### src/rtl/cmp_pkg.sv
// Shared result encoding for the unsigned magnitude comparator.
// Holds the 2-bit result codes and the helper that turns cascade flags into a code.
package cmp_pkg;

    typedef logic [1:0] cmp_code_t;

    localparam cmp_code_t CMP_NONE = 2'b00;
    localparam cmp_code_t CMP_GT   = 2'b01;
    localparam cmp_code_t CMP_LT   = 2'b10;
    localparam cmp_code_t CMP_EQ   = 2'b11;

    // The cascade guarantees gt and lt are never both set; gt wins defensively.
    function automatic cmp_code_t cmp_encode(input logic gt, input logic lt);
        cmp_code_t code;
        if (gt) begin
            code = CMP_GT;
        end else if (lt) begin
            code = CMP_LT;
        end else begin
            code = CMP_EQ;
        end
        return code;
    endfunction

endpackage

### src/rtl/cmp_bit_cell.sv
// One-bit compare cell: greater, less and equal flags for a single bit pair.
module cmp_bit_cell (
    input  logic a_bit,
    input  logic b_bit,
    output logic gt,
    output logic lt,
    output logic eq
);

    assign gt = a_bit & ~b_bit;
    assign lt = ~a_bit & b_bit;
    assign eq = ~(a_bit ^ b_bit);

endmodule

### src/rtl/compare_4bit_bitwise.sv
// Registered unsigned magnitude comparator built from an MSB-first cascade of bit cells.
// Produces a GT/LT/EQ code, a per-bit match vector and a valid flag one cycle after the inputs.
module compare_4bit_bitwise
    import cmp_pkg::*;
#(
    parameter int WIDTH = 4
) (
    input  logic             clk,
    input  logic             rst,
    input  logic             in_valid,
    input  logic [WIDTH-1:0] a,
    input  logic [WIDTH-1:0] b,
    output logic [1:0]       o,
    output logic             out_valid,
    output logic [WIDTH-1:0] match
);

    logic [WIDTH-1:0] gt_vec;
    logic [WIDTH-1:0] lt_vec;
    logic [WIDTH-1:0] eq_vec;

    for (genvar i = 0; i < WIDTH; i++) begin : g_cell
        cmp_bit_cell u_cell (
            .a_bit (a[i]),
            .b_bit (b[i]),
            .gt    (gt_vec[i]),
            .lt    (lt_vec[i]),
            .eq    (eq_vec[i])
        );
    end

    // Each stage sees whether a more significant bit already decided the result;
    // only the first differing bit (from the MSB) may set gt or lt.
    for (genvar i = 0; i < WIDTH; i++) begin : g_chain
        logic dec_in;
        logic gt_in;
        logic lt_in;
        logic dec;
        logic gt_out;
        logic lt_out;

        if (i == WIDTH - 1) begin : g_msb
            assign dec_in = 1'b0;
            assign gt_in  = 1'b0;
            assign lt_in  = 1'b0;
        end else begin : g_lower
            assign dec_in = g_chain[i+1].dec;
            assign gt_in  = g_chain[i+1].gt_out;
            assign lt_in  = g_chain[i+1].lt_out;
        end

        assign dec    = dec_in | ~eq_vec[i];
        assign gt_out = gt_in | (~dec_in & gt_vec[i]);
        assign lt_out = lt_in | (~dec_in & lt_vec[i]);
    end

    cmp_code_t code_next;

    assign code_next = cmp_encode(g_chain[0].gt_out, g_chain[0].lt_out);

    always_ff @(posedge clk or posedge rst) begin
        if (rst) begin
            o         <= CMP_NONE;
            match     <= '0;
            out_valid <= 1'b0;
        end else if (in_valid) begin
            o         <= code_next;
            match     <= eq_vec;
            out_valid <= 1'b1;
        end else begin
            o         <= CMP_NONE;
            match     <= '0;
            out_valid <= 1'b0;
        end
    end

endmodule

### config.mk
export PLATFORM = sky130hd
export DESIGN_NAME = compare_4bit_bitwise
export DESIGN_NICKNAME = d
export VERILOG_FILES = /design/src/rtl/cmp_pkg.sv /design/src/rtl/cmp_bit_cell.sv /design/src/rtl/compare_4bit_bitwise.sv
export SDC_FILE = /design/constraint.sdc
export NUM_CORES = 1
export LEC_CHECK = 0
export CORE_AREA = 2 2 39 41
export CTS_CLUSTER_SIZE = 25
export DETAILED_ROUTE_END_ITERATION = 8
export DIE_AREA = 0 0 41 43
export MAX_ROUTING_LAYER = met4
export PLACE_DENSITY_LB_ADDON = 0.05
export SLEW_MARGIN = 25
export SYNTH_ARGS = -nofsm -noshare
export SYNTH_HDL_FRONTEND = slang
export SYNTH_SLANG_ARGS = --single-unit
export TNS_END_PERCENT = 5
### constraint.sdc
create_clock -name clk -period 0.8 [get_ports clk]
set_clock_uncertainty 0.15 [all_clocks]
set_input_delay 0.08 -clock clk [delete_from_list [all_inputs] [get_ports clk]]
set_output_delay 0.08 -clock clk [all_outputs]
set_load 0.05 [all_outputs]
# Word-level counts from Yosys, hierarchy flattened
# Cells that the tools add are included.
# word_totals
reg_bits	7
input_bits	11
# classes
n_mux	5
n_bitwise	40
# ops
op	count
AND 1 bit	14
NOT 1 bit	14
bitwise OR 1 bit	8
two-way mux 2 bit	2
two-way mux 4 bit	1
XOR 1 bit	4
two-way mux 1 bit	2

# Depth between registers and ports, before layout
# logic_depth
depth_word	9
depth_mapped	5
mapped_depth_nobuf	5

# Cells and area by module
# A second synthesis with hierarchy kept.
# hier_totals
hier_cells	37
area_unflattened_um2	392.9
# modules_own_cells
module	instances	cells_each	area_each_um2	seq_area_each_um2
compare_4bit_bitwise	1	21	262.8	175.2
cmp_bit_cell	4	4	32.5	0.0

# Least setup slack after synthesis
# Ideal clock, no wire load.
# synth_path
kind	input port to flip-flop
startpoint	in a[3]
endpoint	reg o[0]
setup_ns	0.078
arrival_time_ns	1.047
required_ns	0.572
path_slack_ns	-0.475
stages	5
path_buffers	0
path_cell_list	inv_1 ha_1 and3_4 a221o_1 a21boi_1
# synth_between
elab_chain_cells	9
# synth_lines
element	line	text
from (decl)	compare_4bit_bitwise.sv:11	input logic [WIDTH-1:0] a,
XOR 1 bit	cmp_bit_cell.sv:12	assign eq = ~(a_bit ^ b_bit);
NOT 1 bit / bitwise OR 1 bit (equally long branches)	cmp_bit_cell.sv:12, compare_4bit_bitwise.sv:52	
AND 1 bit, or another cell as far along	compare_4bit_bitwise.sv:54	assign lt_out = lt_in | (~dec_in & lt_vec[i]);
bitwise OR 1 bit, or another cell as far along	compare_4bit_bitwise.sv:54	
bitwise OR 1 bit / AND 1 bit (equally long branches)	compare_4bit_bitwise.sv:54	
bitwise OR 1 bit	compare_4bit_bitwise.sv:54	
two-way mux 1 bit	cmp_pkg.sv:17	end else if (lt) begin
two-way mux 2 bit (*)	cmp_pkg.sv:15	if (gt) begin
two-way mux 2 bit (*)	compare_4bit_bitwise.sv:66	end else if (in_valid) begin
to (signal assigned)	compare_4bit_bitwise.sv:67	o <= code_next;
to (decl)	compare_4bit_bitwise.sv:13	output logic [1:0] o,
# Every way passes the cells marked *; elsewhere a longest branch is shown, timed or not.

# Final worst setup path
# layout_path
startpoint	reg match[0]
endpoint	out match[0]
# layout_rtl
element	line	text
from (decl)	compare_4bit_bitwise.sv:15	output logic [WIDTH-1:0] match
from (signal assigned)	compare_4bit_bitwise.sv:68	match <= eq_vec;
# No word-level cell between the ends.

==> out/metrics.cfg <==
[place]
placedCellCount = 70
place_ws_ps = -912
dp_hpwl_um = 601
routabilityCongestion = 0.681
port_buffers = 17

[global_route]
grt_pass1_vias = 299
overflow = 0
grt_start_max_net_pins = 8
grt_pass1_wl_um = 1150
antenna_found_initial = 0
track_usage = 0.103

[logic_synthesis]
synth_mux_area_frac = 0
synth_edf_count = 0
syn-cell-area_um2 = 394
synth_compound_area_frac = 0.105
syn_nets = 54
yosys.area_share.adder = 0.254
synthTopCellsByCount = inv_1 (9), ha_1 (8), dfrtp_1 (7)
synthCells = 35
synthTopCellsByArea = dfrtp_1 (44%), ha_1 (25%), inv_1 (8.6%)
synth-main-ff-cell = dfrtp_1
yosysWarnings = 0
synth-xor-area-share = 0
synth-simple-area-share = 0.111
async_flop_share = 1.00
yosysUniqueCellTypes = 10
seq_area_frac_synth = 0.444
synth_seq_cells = 7
synth_top_family_by_area = adder cells
yosysTopAreaCellShare = 0.444
syn_area_per_cell_um2 = 11.3
yosysMostFrequentCell = inv_1
synth_area_leader_cell = dfrtp_1

[cells_and_area]
drive_gt1_frac = 0.475
syn2layout_area_growth_pct = 94.9
nNetsFinal = 79
layout.cells.non_filler = 75
diodes = 0

[worst_setup_path]
slowest_stage = dfrtp_1
cp_max_fo = 1
crit_chain = buf_12
worstSetupStartpointType = flop
cp_top_family = flip-flops
worstPathRequired_ps = 570
crit_path_max_incr_delay_ps = 390
cp-end-kind = primary output
critical_path_class = flop to primary output
worstPathArrival_ps = 790
worst-path-buf-inv = 1

[detailed_routing]
drt-initial-drc-count = 1
wire_per_inst_um = 9.43
drtAntennaViolNets = 0
route.top_layer_used = met3
vias = 316
drt-pass1-iter-count = 2
wl_met2_um = 404
totalWireLength_um = 707
drt-met1-wl_um = 239
via_per_inst = 4.21
drc = 0
wl_met3_um = 63

[outcome]
failed_checks = hold timing, setup timing
status = finished, violations left

[die]
die_h_um = 43
row_count = 14
start_util = 0.285
die_w_um = 41
ios = 18
core_mm2 = 0.00138
dieArea_mm2 = 0.00176

[sta]
period_share = 1.28
tightest_slew_ps = 239
tns_ps = -1930
rsz0062_at_grt = true
hold_violations = 8
holdWs_ps = -86.3
clock.fmax_mhz = 980
setup_viol = 10
slew_violations = 0
setup_slack_ps = -221
period_minus_slack_ps = 1020
max-slew-margin-rel = 0.840

[cts]
cts_max_level = 1
cts_root_buf = clkbuf_4
cts_buffers = 3
cts.path.max_buffers = 2
clk_pin_slew_ps = 50
clkSinkCount = 7
tritoncts = yes

[power_and_ir_drop]
power_leakage_nw = 0.396
p_total_mw = 1.14
power_density_mw_per_mm2 = 1480
ir_drop_v = 0.000470

[job]
max-cap-violations = 0

[min_path]
hold_class = input pin to flop

## cell usage in the layout (no fill, tap or decap), drive strengths merged
master         synthesis  routed
buf                    0      16
inv                    9       9
ha                     8       8
dfrtp                  7       7
and2                   5       5
clkbuf                 0       4
a21o                   2       2
dlygate4sd2            0       2
and3                   1       1
a221oi                 1       1
a221o                  1       1
a21boi                 1       1
clkdlybuf4s50          0       1
dlymetal6s2s           0       1
## layer usage
| layer | GRT usage | vias to the layer above |
|---|---|---|
| li1 | - | 158 |
| met1 | 0.0957 | 144 |
| met2 | 0.150 | 14 |
| met3 | 0.0366 | 0 |
| met4 | 0.100 | 0 |
| met5 | - | - |
## power by group
part	switching [mW]	internal, mW	leakage, nW	total, mW
Clock	0.118	0.190	0.0150	0.308
Combinational	0.196	0.232	0.293	0.427
Sequential	0.0215	0.383	0.0881	0.404
Total	0.335	0.804	0.396	1.14
## final cells by class
cell class,instances,area (um^2)
fill,129,616
timing repair buffer,20,265
multi-input combinational,19,240
sequential,7,175
inverter,9,41.3
clock buffer,4,26.3
tap,16,20.0
## registers in the layout, summed over array words and instances (netlist names)
register,cells
match,4
out_valid,1
o,2
## kinds of logic (layout without fill, tap and decap cells)
kind of cell,after synthesis,count (layout)
buffers and inverters,9,33
adder cells (fa/ha/maj),8,8
flip-flops,7,7
AND/OR/NAND/NOR,6,6
AO/OA/AOI/OAI,5,5
## worst paths after layout
path	endpoint	slack, ps	from	cells past startpoint
max in group asynchronous	out_valid	380	rst	2
max	match[0]	-220	match[0]	1
min in group asynchronous	o[0]	-80	rst	2
min	out_valid	-90	in_valid	1
## through the flow
stage	hold slack [ps]	utilization	instance area, um^2
floorplan	-267	-	443
global placement	166	0.519	718
global route	-94.1	0.555	768
finish	-86.3	0.555	768
CTS	-70.3	0.542	751
detailed placement	193	0.519	718
## repair_timing
| action | in CTS | in global routing |
|---|---|---|
| pin swaps | 8 | 3 |
| endpoints found under the hold margin | 7 | 8 |
| buffers inserted | 1 | 0 |
| gates resized for setup | 35 | 3 |
| endpoints found under the setup margin | 13 | 13 |
| gates cloned | 0 | 0 |
Note: power is estimated with default switching activity, not from simulation.
